$ cat config.mk
export PLATFORM = sky130hd
export DESIGN_NAME = i2c_master_byte_ctrl
export DESIGN_NICKNAME = d
export VERILOG_FILES = /design/src/rtl/i2c_pkg.sv /design/src/rtl/i2c_quarter_tick.sv /design/src/rtl/i2c_master_byte_ctrl.sv
export SDC_FILE = /design/constraint.sdc
export NUM_CORES = 1
export LEC_CHECK = 0
export ABC_AREA = 1
export CORE_AREA = 2 2 71 66
export DETAILED_ROUTE_END_ITERATION = 7
export DIE_AREA = 0 0 73 68
export PLACE_DENSITY = 0.81
export SYNTH_ARGS = -nofsm -noshare
export SYNTH_HDL_FRONTEND = slang
export SYNTH_SLANG_ARGS = --single-unit
$ cat constraint.sdc
create_clock -name clk_i -period 3.15 [get_ports clk_i]
set_input_delay 0.315 -clock clk_i [delete_from_list [all_inputs] [get_ports clk_i]]
set_output_delay 0.315 -clock clk_i [all_outputs]
set_load 0.01 [all_outputs]
$ cat src/rtl/i2c_pkg.sv
// Shared types and constants for the I2C master byte controller.
// quarter_lines() gives the open-drain enables to apply at the start of each bit quarter.
package i2c_pkg;

  localparam int unsigned I2C_DATA_WIDTH = 8;
  localparam int unsigned I2C_BIT_CNT_W  = 4;

  typedef enum logic [1:0] {
    CMD_START = 2'd0,
    CMD_STOP  = 2'd1,
    CMD_WRITE = 2'd2,
    CMD_READ  = 2'd3
  } i2c_cmd_t;

  typedef enum logic [2:0] {
    StIdle,
    StStart,
    StStop,
    StWbit,
    StRbit,
    StWack,
    StRack,
    StDone
  } i2c_mstr_state_t;

  // Returns {scl_oe, sda_oe}; lines not touched in a quarter keep their current value.
  function automatic logic [1:0] quarter_lines(input i2c_mstr_state_t st, input logic [1:0] q,
                                               input logic bit_oe, input logic [1:0] cur);
    logic scl;
    logic sda;
    scl = cur[1];
    sda = cur[0];
    case (st)
      StStart: begin
        case (q)
          2'd0:    sda = 1'b0;
          2'd1:    scl = 1'b0;
          2'd2:    sda = 1'b1;
          default: scl = 1'b1;
        endcase
      end
      StStop: begin
        case (q)
          2'd0:    sda = 1'b1;
          2'd1:    scl = 1'b0;
          2'd2:    sda = 1'b0;
          default: ;
        endcase
      end
      StWbit, StRbit, StWack, StRack: begin
        case (q)
          2'd0: begin
            scl = 1'b1;
            sda = bit_oe;
          end
          2'd1:    scl = 1'b0;
          2'd3:    scl = 1'b1;
          default: ;
        endcase
      end
      default: ;
    endcase
    return {scl, sda};
  endfunction

endpackage

$ cat src/rtl/i2c_quarter_tick.sv
// Prescaler producing a one-cycle qtick every CLK_DIV enabled clocks.
// The count restarts from zero whenever the enable drops.
module i2c_quarter_tick #(
  parameter int unsigned CLK_DIV = 100
) (
  input  logic clk_i,
  input  logic rst_i,
  input  logic en_i,
  output logic qtick_o
);

  localparam int unsigned   CntW   = (CLK_DIV > 1) ? $clog2(CLK_DIV) : 1;
  localparam logic [CntW-1:0] CntMax = CntW'(CLK_DIV - 1);

  logic [CntW-1:0] r_cnt;

  always_ff @(posedge clk_i) begin
    if (rst_i || !en_i) begin
      r_cnt <= '0;
    end else if (r_cnt == CntMax) begin
      r_cnt <= '0;
    end else begin
      r_cnt <= r_cnt + CntW'(1);
    end
  end

  assign qtick_o = en_i && (r_cnt == CntMax);

endmodule

$ cat src/rtl/i2c_master_byte_ctrl.sv
// Single-master I2C byte controller: START / STOP / WRITE / READ one command at a time,
// driving SCL/SDA as registered open-drain pull-low enables.
module i2c_master_byte_ctrl
  import i2c_pkg::*;
#(
  parameter int unsigned CLK_DIV = 100
) (
  input  logic                      clk_i,
  input  logic                      rst_i,
  input  logic                      cmd_valid_i,
  output logic                      cmd_ready_o,
  input  i2c_cmd_t                  cmd_i,
  input  logic [I2C_DATA_WIDTH-1:0] wdata_i,
  input  logic                      rd_ack_i,
  output logic                      done_o,
  output logic [I2C_DATA_WIDTH-1:0] rdata_o,
  output logic                      ack_o,
  output logic                      err_o,
  output logic                      busy_o,
  output logic                      scl_oe_o,
  output logic                      sda_oe_o,
  input  logic                      sda_i
);

  localparam logic [I2C_BIT_CNT_W-1:0] LastBit = I2C_BIT_CNT_W'(I2C_DATA_WIDTH - 1);

  i2c_mstr_state_t           r_state, w_state_d;
  logic [1:0]                r_quarter, w_quarter_d;
  logic [I2C_BIT_CNT_W-1:0]  r_bit, w_bit_d;
  logic [I2C_DATA_WIDTH-1:0] r_shift, w_shift_d;
  logic [I2C_DATA_WIDTH-1:0] r_rdata, w_rdata_d;
  logic                      r_rd_ack, w_rd_ack_d;
  logic                      r_ack, w_ack_d;
  logic                      r_err, w_err_d;
  logic                      r_busy, w_busy_d;
  logic                      r_scl_oe, r_sda_oe;
  logic [1:0]                w_lines_d;
  logic                      w_qstart, w_tick_en, w_qtick, w_bit_oe;

  assign w_tick_en = (r_state != StIdle) && (r_state != StDone);

  i2c_quarter_tick #(
    .CLK_DIV(CLK_DIV)
  ) u_quarter_tick (
    .clk_i  (clk_i),
    .rst_i  (rst_i),
    .en_i   (w_tick_en),
    .qtick_o(w_qtick)
  );

  always_comb begin
    w_state_d   = r_state;
    w_quarter_d = r_quarter;
    w_bit_d     = r_bit;
    w_shift_d   = r_shift;
    w_rdata_d   = r_rdata;
    w_rd_ack_d  = r_rd_ack;
    w_ack_d     = r_ack;
    w_err_d     = r_err;
    w_busy_d    = r_busy;
    w_qstart    = 1'b0;
    unique case (r_state)
      StIdle: begin
        if (cmd_valid_i) begin
          w_rd_ack_d  = rd_ack_i;
          w_shift_d   = wdata_i;
          w_quarter_d = 2'd0;
          w_bit_d     = '0;
          w_err_d     = 1'b0;
          // Anything but START needs the bus: complete at once with an error, no line activity.
          if ((cmd_i != CMD_START) && !r_busy) begin
            w_state_d = StDone;
            w_err_d   = 1'b1;
          end else begin
            w_qstart = 1'b1;
            unique case (cmd_i)
              CMD_START: w_state_d = StStart;
              CMD_STOP:  w_state_d = StStop;
              CMD_WRITE: w_state_d = StWbit;
              CMD_READ:  w_state_d = StRbit;
            endcase
          end
        end
      end
      StDone: w_state_d = StIdle;
      default: begin
        if (w_qtick) begin
          if (r_quarter == 2'd2) begin
            if (r_state == StRbit) w_shift_d = {r_shift[I2C_DATA_WIDTH-2:0], sda_i};
            if (r_state == StWack) w_ack_d = ~sda_i;
          end
          if (r_quarter != 2'd3) begin
            w_quarter_d = r_quarter + 2'd1;
            w_qstart    = 1'b1;
          end else begin
            w_quarter_d = 2'd0;
            unique case (r_state)
              StStart: begin
                w_state_d = StDone;
                w_busy_d  = 1'b1;
              end
              StStop: begin
                w_state_d = StDone;
                w_busy_d  = 1'b0;
              end
              StWbit: begin
                w_shift_d = r_shift << 1;
                w_qstart  = 1'b1;
                if (r_bit == LastBit) begin
                  w_state_d = StWack;
                  w_bit_d   = '0;
                end else begin
                  w_bit_d = r_bit + I2C_BIT_CNT_W'(1);
                end
              end
              StRbit: begin
                w_qstart = 1'b1;
                if (r_bit == LastBit) begin
                  w_state_d = StRack;
                  w_bit_d   = '0;
                end else begin
                  w_bit_d = r_bit + I2C_BIT_CNT_W'(1);
                end
              end
              StWack: w_state_d = StDone;
              StRack: begin
                w_state_d = StDone;
                w_rdata_d = r_shift;
              end
              default: ;
            endcase
          end
        end
      end
    endcase
  end

  // SDA value for q0 of the bit being entered, derived from next-state values.
  always_comb begin
    case (w_state_d)
      StWbit:  w_bit_oe = ~w_shift_d[I2C_DATA_WIDTH-1];
      StRack:  w_bit_oe = w_rd_ack_d;
      default: w_bit_oe = 1'b0;
    endcase
    w_lines_d = w_qstart ? quarter_lines(w_state_d, w_quarter_d, w_bit_oe, {r_scl_oe, r_sda_oe})
                         : {r_scl_oe, r_sda_oe};
  end

  always_ff @(posedge clk_i) begin
    if (rst_i) begin
      r_state   <= StIdle;
      r_quarter <= 2'd0;
      r_bit     <= '0;
      r_shift   <= '0;
      r_rdata   <= '0;
      r_rd_ack  <= 1'b0;
      r_ack     <= 1'b0;
      r_err     <= 1'b0;
      r_busy    <= 1'b0;
      r_scl_oe  <= 1'b0;
      r_sda_oe  <= 1'b0;
    end else begin
      r_state   <= w_state_d;
      r_quarter <= w_quarter_d;
      r_bit     <= w_bit_d;
      r_shift   <= w_shift_d;
      r_rdata   <= w_rdata_d;
      r_rd_ack  <= w_rd_ack_d;
      r_ack     <= w_ack_d;
      r_err     <= w_err_d;
      r_busy    <= w_busy_d;
      r_scl_oe  <= w_lines_d[1];
      r_sda_oe  <= w_lines_d[0];
    end
  end

  assign cmd_ready_o = (r_state == StIdle);
  assign done_o      = (r_state == StDone);
  assign rdata_o     = r_rdata;
  assign ack_o       = r_ack;
  assign err_o       = r_err;
  assign busy_o      = r_busy;
  assign scl_oe_o    = r_scl_oe;
  assign sda_oe_o    = r_sda_oe;

endmodule

# Word level (Yosys, flattened, before mapping)
# Index checks and enable logic that the tools add are counted.
[word_totals]
register_bits = 38
latch_bits = 0
ramBits = 0
romBits = 0
input_bits = 15
output_inout_bits = 15
wordCells = 128
mem_count = 0
[op_classes]
add_sub_neg = 3
n_mul = 0
n_div = 0
magnitude_cmp = 0
eq_ne = 32
shift = 0
n_mux = 45
bitwise = 5
reduce_logical = 30
[op_table]
columns = ["op", "n"]
rows = [
  ["$mux 8", 6],
  ["$eq 3x3->1 const B", 7],
  ["$mux 4", 5],
  ["$mux 3", 6],
  ["$pmux 8 s2", 1],
  ["$reduce_and 5->1", 3],
  ["$pmux 1 s2", 7],
  ["$eq 3x2->1 const B", 4],
  ["$ne 2x2->1 const B", 6],
  ["$pmux 3 s4", 1],
  ["$reduce_and 4->1", 3],
  ["$eq 2x2->1 const B", 5],
  ["$mux 1", 10],
  ["$reduce_or 2->1", 5],
  ["$ne 3x3->1 const B", 3],
  ["$pmux 3 s3", 1],
  ["$pmux 4 s2", 1],
  ["$reduce_bool 2->1", 4],
  ["$reduce_or 4->1", 2],
  ["$add 7x1->7 const B", 1],
  ["$eq 7x7->1 const B", 1],
  ["$eq 3x1->1 const B", 2],
  ["$mux 2", 3],
  ["$pmux 1 s3", 2],
  ["16 further kinds", 26],
]

# Depth between registers and ports, before layout
[depth]
ltp_word = 11
ltp_mapped = 21
mapped_depth_nobuf = 21

# By module
# From an unflattened synthesis, not the netlist that was laid out.
[unflattened]
hier_cells = 319
hier_area_um2 = 2257.2
[by_module_without_submodules]
columns = ["module", "n_inst", "cells_per_inst", "area_per_inst_um2", "seq_area_each_um2"]
rows = [
  ["i2c_master_byte_ctrl", 1, 272, 1896.8, 620.6],
  ["i2c_quarter_tick", 1, 47, 360.3, 140.1],
]

# Worst setup path after synthesis
# No wires, ideal clock.
[synth_timing]
path_type = "register to register"
start = "register r_state[0]"
end = "register r_scl_oe (netlist: scl_oe_o)"
setup_time_ns = 0.115
arrival_ns = 2.122
required_ns = 3.035
slack_ns = 0.913
path_stages_with_launch = 18
n_path_buf = 0
period_less_slack_ns = 2.237
cell_sequence = "dfxtp_1 > inv_1 > ha_1 > inv_1 > nor2_4 > nor2_8 > inv_2 > nor2_4 > nand3_1 > o21ai_0 > inv_1 > ha_1 > nor2_1 > nor2_1 > a21oi_1 > nand3_1 > nand2_1 > nor2_1"
[synth_via]
elab_cells_between_ends = 48
cone_classes = "eq/ne (20); mux (16); reduce/logical (12)"
[synth_rtl]
columns = ["element", "line", "text"]
rows = [
  ["start, declared", "i2c_master_byte_ctrl.sv:27", "i2c_mstr_state_t r_state, w_state_d;"],
  ["start signal, assigned", "i2c_master_byte_ctrl.sv:151", "r_state <= StIdle;"],
  ["start signal, assigned", "i2c_master_byte_ctrl.sv:163", "r_state <= w_state_d;"],
  ["$logic_not 3->1 (*)", "--", ""],
  ["named net cmd_ready_o", "i2c_master_byte_ctrl.sv:11", "output logic cmd_ready_o,"],
  ["$pmux 2 s2 (*)", "i2c_master_byte_ctrl.sv:62", "unique case (r_state)"],
  ["named net w_quarter_d[0]", "i2c_master_byte_ctrl.sv:28", "logic [1:0] r_quarter, w_quarter_d;"],
  ["$eq 2x2->1 (tied with other cells)", "i2c_pkg.sv:51", "case (q)"],
  ["$reduce_or 2->1 (no source line)", "--", ""],
  ["$pmux 1 s2 (tied with other cells)", "i2c_pkg.sv:51", ""],
  ["$pmux 1 s3 / $reduce_and 5->1 (equally long branches)", "--", ""],
  ["end signal, assigned", "i2c_master_byte_ctrl.sv:172", "r_scl_oe <= w_lines_d[1];"],
  ["end, declared", "i2c_master_byte_ctrl.sv:36", "logic r_scl_oe, r_sda_oe;"],
]
# The timed path passes the listed nets; every way through them passes the cells marked *.
# A chain may end at the register's enable or synchronous reset.

# Worst setup path in the final report
[layout_timing]
start = "register r_state[0]"
end = "register r_scl_oe (netlist: scl_oe_o)"
[layout_via]
elab_cells_between_ends = 48
cone_classes = "eq/ne (20); mux (16); reduce/logical (12)"
[layout_rtl]
columns = ["element", "line", "text"]
rows = [
  ["$ne 3x3->1 / $reduce_bool 3->1 (equally long branches)", "i2c_master_byte_ctrl.sv:40", "assign w_tick_en = (r_state != StIdle) && (r_state != StDone);"],
  ["$logic_and 1x1->1", "i2c_master_byte_ctrl.sv:40", ""],
  ["$logic_and 1x1->1", "i2c_quarter_tick.sv:27", "assign qtick_o = en_i && (r_cnt == CntMax);"],
  ["$mux 2", "i2c_master_byte_ctrl.sv:87", "if (w_qtick) begin"],
  ["$pmux 2 s2 (*)", "i2c_master_byte_ctrl.sv:62", ""],
  ["named net w_quarter_d[0]", "i2c_master_byte_ctrl.sv:28", ""],
  ["$eq 2x2->1 (tied with other cells)", "i2c_pkg.sv:51", ""],
  ["$reduce_or 2->1 (no source line)", "--", ""],
  ["$pmux 1 s2 (tied with other cells)", "i2c_pkg.sv:51", ""],
  ["$pmux 1 s3 / $reduce_and 5->1 (equally long branches)", "--", ""],
]
# Marked as above.

==> flow_summary.ini <==
[cts]
clkSinkCount = 38
cts-htree-levels = 2
cts_tree = yes
cts_inserted_buffers = 5
clock_slew_at_the_register_clock_pins_of_the_worst_setup_and_hold_paths_ps = 70
clk-insertion-delay-late_ps = 290
ctsResizeCount = 0
clockBufferDepth = 2
postCtsSetupRepairBufs = 0
cts-root-buf = clkbuf_8
cts_hold_buffers = 0

[timing]
hold_viol = 0
grt_setup_unrepaired = no
fin_worst_skew_ps = 7.16
setup_total_negative_slack_ps = 0
timing_worst_slew_pin_value_ps = 721
setup_viol = 0
max_slew_violation_total_from_the_final_report = 0
worst_hold_slack_ps = 454
max_freq_mhz = 379
period_needed_ps = 2640
layout_worst_path_cycle_share = 0.837
slew-limit-headroom = 0.518
final_critical_path_setup_slack_ps = 514

[synth]
synthesis.nets = 343
synth.most_common_cell = inv_1
synth.ff_latch_count = 38
post_synth_most_frequent_cells = 60 x inv_1, 47 x nand2_1, 43 x nor2_1, 38 x dfxtp_1
yosys-top-cells-area = dfxtp_1 34%, inv_1 10%, nand2_1 7.9%
yosysSeqAreaShare = 0.340
yosys.cell_types.count = 36
asyncSetResetFlopFracSynth = 0
yosys.area.top_type_share = 0.340
syn_area_per_cell_um2 = 7.12
post_synth_instance_area_mm2 = 0.00223
synth_top_flop_cell = dfxtp_1
synth_enable_flop_cells = 0
netlist_instances = 314
synth-warning-count = 0
synth_area_leader_cell = dfxtp_1

[placed_design]
detailedPlacementHpwl_mm = 3.58
pre_cts_slack_ps = 590
place.gp.congestion = 0.956
place.port_buffers = 29

[routing]
routed_wire_length_per_instance_um = 11.8
dr_total_vias = 1988
wirelength_mm = 4.70
detail_route.first_pass.iterations = 4
ant_nets = 0
iteration_0_drc_markers = 82
drc = 0
avgViaCountPerCell = 5.01

[global_route]
grt_pass1_vias = 1900
antenna_found_initial = 0
track_usage = 0.206
grt_max_degree = 19
grt_pass1_wl_mm = 8.00
overflow = 0

[die]
dieArea_mm2 = 0.00496
die_height_um = 68
fp-row-count = 23
core_area_mm2 = 0.00429
die_x_um = 73
initial_utilization = 0.521
design.portCount = 30

[worst_hold_path]
hold_class = reg2reg
min_delay_path_depth = 2

[setup_path]
setup.worst_path.end_class = flop
cp-start-kind = flop
timing.critical_path.fanout_max = 6
arrival_ps = 2820
timing_worst_setup_path_type = reg2reg
depth_of_the_worst_register_to_register_path = 17
critPathRequiredTime_ps = 3340

[layout]
final_layout_size_suffix_gt1_frac = 0.0893
antennaDiodeCount = 0
area_growth_syn_to_layout_pct = 19.4
fin_nets = 375

[power_and_ir_drop]
power.density_mw_per_mm2 = 699
power_leakage_uw = 0.00118
vdd_drop_max_mv = 0.517

[outcome]
status = finished, final reports clean

[run]
total_of_max_cap_violations = 0
==> where the power goes <==
group          total, uW  switching [uW]  internal [uW]
Sequential           608            63.3            545
Clock                409             172            237
Combinational        847             540            307
Total               1860             775           1090
==> kinds of logic (layout without fill, tap and decap cells) <==
logic type | Yosys count | after routing | share of synthesized area
simple gates | 138 | 138 | 0.303
buf+inv | 70 | 103 | 0.127
compound gates | 51 | 51 | 0.138
flops | 38 | 38 | 0.340
fa+ha+maj | 14 | 14 | 0.0784
xor+xnor | 2 | 2 | 0.00784
mux | 1 | 1 | 0.00448
==> critical path, stage by stage, from the launching register on <==
cell and delay (ps):
dfxtp_1 420, inv_1 100, ha_1 240, inv_1 110, nor2_4 70, inv_2 150, nor2_2 50, inv_1 120
nand2_1 100, o21ai_0 260, inv_1 130, ha_1 230, nor2_1 140, nor2_1 60, a21oi_1 150, nand3_1 90
nand2_1 60, nor2_1 40
==> flip-flops by register name, indices dropped and copies added, names as in the netlist, 2 cells and up <==
register	flops
rdata_o	8
r_state	3
r_bit	4
r_quarter	2
u_quarter_tick.r_cnt	7
r_shift	8
==> layout by cell type, fill, tap and decap left out, drive strengths merged, types with 6 or more instances in the layout <==
cell	count
inv	64
nand2	58
nor2	49
dfxtp	38
clkdlybuf4s50	29
nand3	17
a21oi	16
o21ai	15
ha	14
a211oi	9
clkbuf	7
nand4	6
==> per-layer routing <==
layer  global-route usage  share of wire
met5                    0              0
met1                0.267           0.49
met2                0.333           0.46
met4               0.0995          0.012
met3               0.0368          0.038
==> final timing paths <==
check	from	endpoint	slack, ps
min reg2reg	rdata_o[0]	rdata_o[0]	450
max	r_state[0]	scl_oe_o	510
min	rdata_o[0]	rdata_o[0]	450
max reg2reg	r_state[0]	scl_oe_o	510
==> area by class of cell <==
class,count,area [um2]
Multi-Input combinational cell,206,1190
Sequential cell,38,761
Fill cell,399,1620
Timing Repair Buffer,31,305
Tap cell,50,62.6
Clock inverter,1,30.0
Clock buffer,7,76.3
Inverter,64,243
==> through the flow <==
stage               cell area (um2)  std cells   util  power [uW]
global placement               2560        389  0.597        1440
CTS                            2670        397  0.622        1870
detailed placement             2560        389  0.597        1460
floorplan                      2230        314      -        1270
global route                   2670        397  0.622        2000
finish                         2670        397  0.622        1860
Power figures use the tool's default switching activity.
==> RTL edit: new RTL, same flow settings <==
`CLK_DIV` is set to 100 in 2 places; all go to 50.
--- a/src/rtl/i2c_quarter_tick.sv
+++ b/src/rtl/i2c_quarter_tick.sv
@@ -3,3 +3,3 @@
 module i2c_quarter_tick #(
-  parameter int unsigned CLK_DIV = 100
+  parameter int unsigned CLK_DIV = 50
 ) (
--- a/src/rtl/i2c_master_byte_ctrl.sv
+++ b/src/rtl/i2c_master_byte_ctrl.sv
@@ -5,3 +5,3 @@
 #(
-  parameter int unsigned CLK_DIV = 100
+  parameter int unsigned CLK_DIV = 50
 ) (
Behaviour: same outputs for any inputs over 10 cycles, from zero or initial values and one cycle with rst_i high; that may be too few to reach the edited logic, so the function may still have changed.
==> RTL edit against the unedited design <==
Worst hold slack worse by 6.8 ps; synthesized area increased by 0.17%; clock power grew 22%; sequential cell count decreased by 1; cell area increased by 1.8%; final cell count is 0.50% higher; power up 6.4%; routed wire length rose by 6.0%; critical path type unchanged; worst setup slack better by 230 ps.
==> RTL edit: results (changes against the unedited design) <==
CTS Root Cell=clkbuf_8; WL final=4980 um (+6.0%); post-synthesis sequential area ratio=33.1% (-0.95 points); Synth Net Count=346 (+0.87%); Bufs on Longest Clock Path=2 (unchanged); placed inst area=0.00258 mm2 (+0.63%); vias per cell=5.15 (+2.8%); cell count after synthesis=316 (+0.64%); Ys Warns=0 (unchanged); Post-Synth XOR/XNOR Area=0% (-0.78 points); count of input and output buffers=29 (unchanged); VDD IR max=474 uV (-8.4%); CTS buffer count=5 (unchanged); share of cells above drive strength 1=13.2% (+4.2 points); Synth Area in Adders=8.38% (+0.55 points); pin count of the biggest net entering global routing=21 (+2); ys async rst share=0% (unchanged); leakage=1.22 nW (+3.8%); setup skew after layout=3.15 ps (-4.01 ps); GPL Wtd Cong=0.963 (+0.78%); Post-synth top cells=nand2_1 (59), inv_1 (50), dfxtp_1 (37); GRT Total Usage=22.1% (+1.4 points); CP peak stage delay=410 ps; Post-Place Cells=391 (+0.51%); HPWL after DPL=3790 um (+5.9%); Crit Path Max Fanout=5 (-1); initial antenna violation count=0 (unchanged); antenna cell count=0 (unchanged); Critical-path top delay cell=dfxtp_1; Net Sw Frac=41.6% (about the same); min-delay worst type=reg -> reg; post-route insts no fill=399 (+0.50%); post-layout net count=378 (+0.80%); mux cell area share after synthesis=0.447% (-0.00075 points); Clk Latency, worst-skew pair=290 ps (about the same); synthesized area=0.00224 mm2 (+0.17%); drt first-iter violations=87 (+6.1%); CTS H-Tree Depth=2 (unchanged); Post-CTS Setup Bufs=0 (unchanged); pre-CTS setup slack=721 ps (+131 ps); top power group=combinational cells; Synth Area in Compound Gates=15.7% (+1.9 points); dominant cells by area after synthesis=dfxtp_1 (33%), nand2_1 (9.9%), ha_1 (8.4%), inv_1 (8.4%), nor2_1 (5.2%); synth unique cells=39 (+8.3%); PD cells=730 mW/mm2 (+4.5%); vias in the first global route=1,948 (+2.5%); Resize count post-CTS=0 (unchanged); DRT Pass-1 Iters=4 (unchanged); Logic power comb=0.000893 W (+5.4%); status=complete, no violations; global-route wire length before repair=8460 um (+5.8%); Clock power frac=25.1% (+3.2 points); Slew Limit Headroom=62.8% (+11 points); clock slew seen by the registers of the worst setup and hold paths=80 ps
==> RTL edit: changes by cell type after synthesis, sizes merged, moves of 3 or more <==
cell,delta
a211oi,-8
nor3,+3
nand2,+10
o21ai,+8
a21oi,+5
nand3,+3
inv,-3
o31ai,-3
nor2,-13
==> RTL edit: layout make-up <==
class                           instances  area [um2]
Clock buffer                            5        68.8
Multi-Input combinational cell        212        1240
Fill cell                             394        1570
Sequential cell                        37         741
Clock inverter                          3        68.8
Timing Repair Buffer                   31         305
Tap cell                               50        62.6
Inverter                               61         231
==> RTL edit: per-layer routing <==
metal,GRT usage (%),wire length (um)
met3,4.86,177
met5,0,0
met1,27.5,2330
met2,36.7,2400
met4,9.49,72
==> RTL edit: path summary, 6_finish.rpt <==
path                            slack (ps)    endpoint        from  cells past startpoint
worst max-delay path                   740    scl_oe_o  r_state[0]                     16
worst min register to register         450  rdata_o[5]  rdata_o[5]                      2
worst max register to register         740    scl_oe_o  r_state[0]                     16
worst min-delay path                   450  rdata_o[5]  rdata_o[5]                      2
